===== src/rtl/spi_reg_bank.sv =====
// SPI-programmed register bank: 32-bit mode-0 frames (preamble/address/pad/data) write, read or commit registers.
// Optional SPI_REG_BANK_SHADOW_EN stages writes in a shadow array that a commit frame copies to the active array.
module spi_reg_bank #(
  parameter int ADDR_W      = 8,
  parameter int DATA_W      = 12,
  parameter int DEPTH       = 32,
  parameter int SYNC_STAGES = 2
) (
  input  logic                    clk,
  input  logic                    rst_n,
  input  logic                    sck,
  input  logic                    cs,
  input  logic                    mosi,
  output logic                    miso,
  output logic [DEPTH*DATA_W-1:0] coeff,
  output logic                    wr_valid,
  output logic [ADDR_W-1:0]       wr_addr,
  output logic [DATA_W-1:0]       wr_data,
  output logic                    busy,
  output logic                    err,
  output logic [2:0]              dbg_state
);
  // wr_valid is a one-cycle strobe with no ready/back-pressure; wr_addr and
  // wr_data are meaningful only in the cycle wr_valid is high.

  localparam int FRAME_W = 8 + ADDR_W + 4 + DATA_W;
  localparam int CNT_W   = $clog2(FRAME_W + 1);
  localparam int IDX_W   = (DEPTH > 1) ? $clog2(DEPTH) : 1;
  localparam logic [ADDR_W:0] DEPTH_V = (ADDR_W + 1)'(DEPTH);
  localparam logic [7:0] PRE_WR = 8'hFB;
  localparam logic [7:0] PRE_RD = 8'hFA;
  localparam logic [7:0] PRE_CM = 8'hFC;

  typedef enum logic [2:0] {
    S_IDLE, S_PREAMBLE, S_ADDR, S_PAD, S_DATA, S_DONE
  } state_t;
  typedef enum logic [1:0] {OP_WR, OP_RD, OP_CM} op_t;

  state_t                  state_q, state_d;
  op_t                     op_q, op_d;
  logic [SYNC_STAGES-1:0]  sck_sync_q, sck_sync_d;
  logic [SYNC_STAGES-1:0]  cs_sync_q, cs_sync_d;
  logic [SYNC_STAGES-1:0]  mosi_sync_q, mosi_sync_d;
  logic                    sck_prev_q, cs_prev_q;
  logic [CNT_W-1:0]        cnt_q, cnt_d;
  logic [6:0]              pre_q, pre_d;
  logic [ADDR_W-1:0]       addr_q, addr_d;
  logic [DATA_W-1:0]       data_q, data_d;
  logic [DATA_W-1:0]       rd_sr_q, rd_sr_d;
  logic                    bad_q, bad_d;
  logic                    miso_q, miso_d;
  logic                    err_q, err_d;
  logic                    busy_q, busy_d;
  logic                    wr_valid_q, wr_valid_d;
  logic [ADDR_W-1:0]       wr_addr_q, wr_addr_d;
  logic [DATA_W-1:0]       wr_data_q, wr_data_d;
  logic [DATA_W-1:0]       act_q [DEPTH];
  logic [DATA_W-1:0]       act_d [DEPTH];
`ifdef SPI_REG_BANK_SHADOW_EN
  logic [DATA_W-1:0]       sh_q [DEPTH];
  logic [DATA_W-1:0]       sh_d [DEPTH];
`endif

  logic              sck_s, cs_s, mosi_s;
  logic              cs_fall, cs_rise, sck_rise, sck_fall;
  logic [7:0]        pre_full;
  logic [ADDR_W-1:0] addr_full;
  logic [DATA_W-1:0] data_full;
  logic              addr_ok, in_frame, field_last;
  logic [IDX_W-1:0]  addr_idx, wr_idx;
  logic [DATA_W-1:0] rd_word;

  assign sck_s     = sck_sync_q[SYNC_STAGES-1];
  assign cs_s      = cs_sync_q[SYNC_STAGES-1];
  assign mosi_s    = mosi_sync_q[SYNC_STAGES-1];
  assign cs_fall   = ~cs_s & cs_prev_q;
  assign cs_rise   = cs_s & ~cs_prev_q;
  assign sck_rise  = sck_s & ~sck_prev_q & ~cs_s;
  assign sck_fall  = ~sck_s & sck_prev_q & ~cs_s;
  assign pre_full  = {pre_q, mosi_s};
  assign addr_full = ADDR_W'({addr_q, mosi_s});
  assign data_full = DATA_W'({data_q, mosi_s});
  assign addr_ok   = ({1'b0, addr_full} < DEPTH_V);
  assign addr_idx  = IDX_W'(addr_full);
  assign wr_idx    = IDX_W'(addr_q);
  assign in_frame  = (state_q == S_PREAMBLE) || (state_q == S_ADDR) ||
                     (state_q == S_PAD) || (state_q == S_DATA);
`ifdef SPI_REG_BANK_SHADOW_EN
  assign rd_word   = sh_q[addr_idx];
`else
  assign rd_word   = act_q[addr_idx];
`endif

  always_comb begin
    field_last = 1'b0;
    case (state_q)
      S_PREAMBLE: field_last = (cnt_q == CNT_W'(7));
      S_ADDR:     field_last = (cnt_q == CNT_W'(ADDR_W - 1));
      S_PAD:      field_last = (cnt_q == CNT_W'(3));
      S_DATA:     field_last = (cnt_q == CNT_W'(DATA_W - 1));
      default:    field_last = 1'b0;
    endcase
  end

  // State register
  always_ff @(posedge clk or negedge rst_n) begin
    if (!rst_n) state_q <= S_IDLE;
    else        state_q <= state_d;
  end

  // Next-state logic; a CS fall restarts a frame from any state
  always_comb begin
    state_d = state_q;
    if (cs_fall) begin
      state_d = S_PREAMBLE;
    end else if (cs_rise) begin
      state_d = S_IDLE;
    end else if (sck_rise && field_last) begin
      case (state_q)
        S_PREAMBLE: state_d = (pre_full == PRE_WR || pre_full == PRE_RD ||
                               pre_full == PRE_CM) ? S_ADDR : S_DONE;
        S_ADDR:     state_d = S_PAD;
        S_PAD:      state_d = S_DATA;
        S_DATA:     state_d = S_DONE;
        default:    state_d = state_q;
      endcase
    end
  end

  // Output logic
  always_comb begin
    dbg_state = state_q;
    miso      = miso_q;
    wr_valid  = wr_valid_q;
    wr_addr   = wr_addr_q;
    wr_data   = wr_data_q;
    busy      = busy_q;
    err       = err_q;
    coeff     = '0;
    for (int k = 0; k < DEPTH; k++) coeff[k*DATA_W +: DATA_W] = act_q[k];
  end

  always_comb begin
    sck_sync_d  = {sck_sync_q[SYNC_STAGES-2:0], sck};
    cs_sync_d   = {cs_sync_q[SYNC_STAGES-2:0], cs};
    mosi_sync_d = {mosi_sync_q[SYNC_STAGES-2:0], mosi};
    cnt_d       = cnt_q;
    pre_d       = pre_q;
    addr_d      = addr_q;
    data_d      = data_q;
    rd_sr_d     = rd_sr_q;
    op_d        = op_q;
    bad_d       = bad_q;
    miso_d      = miso_q;
    err_d       = err_q;
    busy_d      = busy_q;
    wr_valid_d  = 1'b0;
    wr_addr_d   = wr_addr_q;
    wr_data_d   = wr_data_q;
    act_d       = act_q;
`ifdef SPI_REG_BANK_SHADOW_EN
    sh_d        = sh_q;
`endif
    if (sck_rise && in_frame) begin
      cnt_d = field_last ? '0 : cnt_q + CNT_W'(1);
      case (state_q)
        S_PREAMBLE: begin
          pre_d = pre_full[6:0];
          if (field_last) begin
            case (pre_full)
              PRE_WR:  op_d = OP_WR;
              PRE_RD:  op_d = OP_RD;
              PRE_CM:  op_d = OP_CM;
              default: err_d = 1'b1;
            endcase
          end
        end
        S_ADDR: begin
          addr_d = addr_full;
          if (field_last) begin
            // Commit frames carry no meaningful address
            bad_d   = (op_q != OP_CM) && !addr_ok;
            err_d   = err_q | bad_d;
            rd_sr_d = (op_q == OP_RD && addr_ok) ? rd_word : '0;
          end
        end
        S_DATA: begin
          data_d = data_full;
          if (field_last) begin
            if (!bad_q) err_d = 1'b0;
            if (op_q == OP_WR && !bad_q) begin
              wr_valid_d = 1'b1;
              wr_addr_d  = addr_q;
              wr_data_d  = data_full;
`ifdef SPI_REG_BANK_SHADOW_EN
              sh_d[wr_idx] = data_full;
`else
              act_d[wr_idx] = data_full;
`endif
            end
`ifdef SPI_REG_BANK_SHADOW_EN
            if (op_q == OP_CM) act_d = sh_q;
`endif
          end
        end
        default: ;
      endcase
    end
    if (sck_fall) begin
      miso_d = (state_q == S_DATA) ? rd_sr_q[DATA_W-1] : 1'b0;
      if (state_q == S_DATA) rd_sr_d = rd_sr_q << 1;
    end
    if (cs_rise) begin
      miso_d = 1'b0;
      busy_d = 1'b0;
      if (in_frame) err_d = 1'b1;
    end
    if (cs_fall) begin
      busy_d = 1'b1;
      cnt_d  = '0;
      bad_d  = 1'b0;
      miso_d = 1'b0;
    end
  end

  always_ff @(posedge clk or negedge rst_n) begin
    if (!rst_n) begin
      sck_sync_q  <= '0;
      cs_sync_q   <= '0;
      mosi_sync_q <= '0;
      sck_prev_q  <= 1'b0;
      cs_prev_q   <= 1'b0;
      cnt_q       <= '0;
      pre_q       <= '0;
      addr_q      <= '0;
      data_q      <= '0;
      rd_sr_q     <= '0;
      op_q        <= OP_WR;
      bad_q       <= 1'b0;
      miso_q      <= 1'b0;
      err_q       <= 1'b0;
      busy_q      <= 1'b0;
      wr_valid_q  <= 1'b0;
      wr_addr_q   <= '0;
      wr_data_q   <= '0;
      for (int k = 0; k < DEPTH; k++) begin
        act_q[k] <= '0;
`ifdef SPI_REG_BANK_SHADOW_EN
        sh_q[k]  <= '0;
`endif
      end
    end else begin
      sck_sync_q  <= sck_sync_d;
      cs_sync_q   <= cs_sync_d;
      mosi_sync_q <= mosi_sync_d;
      sck_prev_q  <= sck_s;
      cs_prev_q   <= cs_s;
      cnt_q       <= cnt_d;
      pre_q       <= pre_d;
      addr_q      <= addr_d;
      data_q      <= data_d;
      rd_sr_q     <= rd_sr_d;
      op_q        <= op_d;
      bad_q       <= bad_d;
      miso_q      <= miso_d;
      err_q       <= err_d;
      busy_q      <= busy_d;
      wr_valid_q  <= wr_valid_d;
      wr_addr_q   <= wr_addr_d;
      wr_data_q   <= wr_data_d;
      act_q       <= act_d;
`ifdef SPI_REG_BANK_SHADOW_EN
      sh_q        <= sh_d;
`endif
    end
  end

endmodule

===== config.mk =====
export PLATFORM = sky130hd
export DESIGN_NAME = spi_reg_bank
export DESIGN_NICKNAME = d
export VERILOG_FILES = /design/src/rtl/spi_reg_bank.sv
export SDC_FILE = /design/constraint.sdc
export NUM_CORES = 1
export LEC_CHECK = 0
export CAP_MARGIN = 20
export CORE_AREA = 2 2 228 275
export CTS_CLUSTER_SIZE = 16
export DETAILED_ROUTE_END_ITERATION = 7
export DIE_AREA = 0 0 230 277
export GPL_TIMING_DRIVEN = 0
export HOLD_SLACK_MARGIN = 0.08
export SYNTH_ARGS = -nofsm -noshare
export SYNTH_HDL_FRONTEND = slang
export SYNTH_SLANG_ARGS = --single-unit

===== constraint.sdc =====
create_clock -name clk -period 3.7 [get_ports clk]
set_input_delay 0.74 -clock clk [delete_from_list [all_inputs] [get_ports clk]]
set_output_delay 0.74 -clock clk [all_outputs]
set_load 0.01 [all_outputs]

==> impl_metrics.json <==
{
  "status": "complete, no violations",
  "place_hpwl_um": 62600,
  "hold_end": "mosi_sync_q[1]$_DFF_PN0_",
  "synthSimpleGateAreaFrac_pct": 5.37,
  "ys_top_cells_by_count": "dfrtp_1 (466), mux2_2 (343), nand2_1 (88)",
  "finish.utilization_pct": 46.2,
  "synth_enable_flop_cells": 0,
  "timing.rr.end": "rd_sr_q[4]$_DFF_PN0_",
  "fillers": 5585,
  "clk_path_buf_depth": 3,
  "fin_crit_ns": 3.48,
  "vias": 15300,
  "grt_max_degree": 122,
  "place_area_um2": 26600,
  "fin_nets": 1988,
  "die_h_um": 277,
  "io_pins": 416,
  "hold_viol": 0,
  "yosys_warnings": 0,
  "holdPathStages": 0,
  "numClockSinks": 466,
  "critPathKind": "reg2reg",
  "syn_area_um2": 21200,
  "grtUsageTotal_pct": 26.1,
  "io_buffers": 415,
  "rsz0062_at_grt": "false",
  "vias_per_cell": 5.41,
  "worst_pin_slew_ns": 1.19,
  "p_per_area_nw_per_um2": 388,
  "total_leakage_power_nw": 12.8,
  "max_freq_mhz": 287,
  "hp-start": "mosi_sync_q[0]$_DFF_PN0_",
  "met2_usage_pct": 45.3,
  "regArea_um2": 11700,
  "wl_per_cell_um": 29.6,
  "fin_setup_tns_ns": 0,
  "grt_pass1_wl_um": 119000,
  "seq_area_frac_synth_pct": 54.9,
  "period_share_pct": 94.2,
  "grt_pass1_vias": 15900,
  "crit_arrival_ns": 3.96,
  "core_region_area_um2": 61300,
  "syn_inst": 1498,
  "cp.required_ns": 4.18,
  "avgSynthCellArea_um2": 14.2,
  "drc": 0,
  "power_mw": 11.0,
  "drive_above_1_share_pct": 29.0,
  "ys_async_sr_fraction_pct": 100,
  "die_area_um2": 63700,
  "ant_nets": 0,
  "synth_fp_nets": 1506,
  "cts_root_buf": "clkbuf_16",
  "ys_ff_latch": 466,
  "worst_setup_path_end_kind": "flop",
  "setup_slack_ns": 0.216,
  "synth-compound-area-share_pct": 4.29,
  "pre_cts_ws_ns": -0.477,
  "detail_route.first_pass.iterations": 5,
  "wirelength_um": 84100,
  "antenna_found_initial": 4,
  "overflow": 0,
  "drt_iter0_markers": 858,
  "insertion_delay_ns": 0.61,
  "peakVddDrop_uv": 334,
  "critPathLaunchType": "flop",
  "ys_types": 55,
  "synth_top_area_share_pct": 54.9,
  "place_inst": 2738,
  "design_area_um2": 28300,
  "die_w_um": 230,
  "final_cells": 2837,
  "synth_fa_ha_area_share_pct": 0.177,
  "synth-xor-area-share_pct": 0.206,
  "htreeDepth": 2,
  "crit_fanout": 10,
  "skew_ns": 0.0110,
  "setup_viol": 0,
  "r2r_cells": 9,
  "area_growth_pct": 33.4,
  "gp_congestion": 0.886,
  "start_util_pct": 34.7,
  "clkSlewWorstSetupHoldPaths_ns": 0.06,
  "hold_ws_ns": 0.364,
  "maxCapViolCount": 0,
  "synthMuxAreaShare_pct": 32.1,
  "synth_top_family_by_area": "multiplexers",
  "ff2ff_setup_slack_ns": 0.22,
  "grtUsageMet3_pct": 5.77,
  "hold_class": "reg2reg",
  "use_met1_pct": 31.8,
  "slew_headroom_pct": 20.9,
  "grt_busiest_layer": "met2",
  "rows": 100,
  "ys_top_cells_by_area": "dfrtp_1 (55%), mux2_2 (18%), mux4_2 (7.7%)",
  "numCtsBuffers": 52,
  "reg2reg_from": "mosi_sync_q[1]$_DFF_PN0_",
  "synth_ff_type": "dfrtp_1",
  "slew_viol_final": 0,
  "synth_top_area_cell": "dfrtp_1",
  "cts_tree": "built",
  "synth.most_common_cell": "dfrtp_1",
  "multi_input_area_um2": 8960
}
-- metal layers --
| metal | routed length [µm] | part of all wire (%) |
|---|---|---|
| met5 | 0 | 0 |
| met4 | 3500 | 4.2 |
| met1 | 32800 | 39 |
| met2 | 42500 | 50 |
| met3 | 5310 | 6.3 |
-- cell usage in the layout (no fill, tap or decap), types with 6 or more instances in the layout --
cell type / n
dfrtp_1: 466
clkdlybuf4s50_1: 414
mux2_2: 343
clkbuf_1: 90
nand2_1: 88
mux2_1: 84
mux4_2: 73
clkbuf_16: 53
nor2_1: 43
a21oi_1: 41
mux2i_1: 37
buf_2: 35
nor3_1: 20
nor2b_1: 13
a211oi_1: 13
a22oi_1: 12
a221oi_1: 12
o221ai_1: 12
o32a_1: 11
clkbuf_8: 11
clkinv_2: 9
buf_8: 9
inv_1: 8
o21ai_1: 8
nor2_4: 8
buf_6: 8
nand3_1: 7
nand3b_1: 6
nor3b_1: 6
-- critical path, cell delays in order, from the launching register on --
cell and delay (ns):
dfrtp_1 0.33, buf_2 0.29, clkbuf_4 0.43, buf_2 0.44, clkbuf_1 0.50, clkbuf_1 0.50, a21oi_1 0.19, nor2_1 0.40
o32a_1 0.21, o21ai_1 0.06
-- report_power, final --
part	total (mW)	switching [mW]	internal, mW
logic	0.613	0.424	0.190
registers	5.27	0.0783	5.19
clock network	5.12	2.20	2.91
-- cell families (layout without fill, tap and decap cells) --
| group | Yosys count | count (layout) |
|---|---|---|
| fa+ha+maj | 3 | 3 |
| buf+inv | 139 | 660 |
| other cells | 0 | 2 |
| mux | 537 | 537 |
| xor+xnor | 5 | 5 |
| simple gates | 220 | 220 |
| flops | 466 | 466 |
| compound gates | 128 | 128 |
-- timing repair --
action,4_1_cts,5_1_grt
buffers inserted,0,0
hold buffers,1,0
hold endpoints to repair,22,0
endpoints found under the setup margin,17,17
gates resized for setup,5,7
-- final cells by class --
cell class              count  share of cell area, %
flip-flops and latches    466                   41.1
multi-input cells         893                   31.6
repair buffers            428                   15.5
clock buffers              77                   5.39
well taps                 816                   3.60
plain buffers             131                   2.19
clock inverters            16                  0.433
inverters                   8                  0.106
diodes                      2                 0.0177
-- state kept, by name, summed over array words and instances, names as in the netlist, 3 cells and up --
| signal | flops |
|---|---|
| pre_q | 7 |
| coeff | 384 |
| wr_addr | 8 |
| addr_q | 8 |
| cnt_q | 6 |
| dbg_state | 3 |
| data_q | 11 |
| wr_data | 12 |
| rd_sr_q | 12 |
-- how the worst max path moves through the flow --
stage                        startpoint                     end  slack [ns]  cells after the start
5_1_grt        dbg_state[0]$_DFFE_PN0P_  coeff[350]$_DFFE_PN0P_        0.02                      8
6_report       mosi_sync_q[1]$_DFF_PN0_    rd_sr_q[4]$_DFF_PN0_        0.22                      9
3_5_place_dp      addr_q[0]$_DFFE_PN0P_    rd_sr_q[4]$_DFF_PN0_       -0.48                      8
2_1_floorplan  dbg_state[1]$_DFFE_PN0P_  coeff[337]$_DFFE_PN0P_        0.99                      9
4_1_cts        mosi_sync_q[1]$_DFF_PN0_   rd_sr_q[10]$_DFF_PN0_       0.005                      9
3_3_place_gp                      rst_n  coeff[196]$_DFFE_PN0P_      -18.93                      1
(Power assumes the default switching activity.)
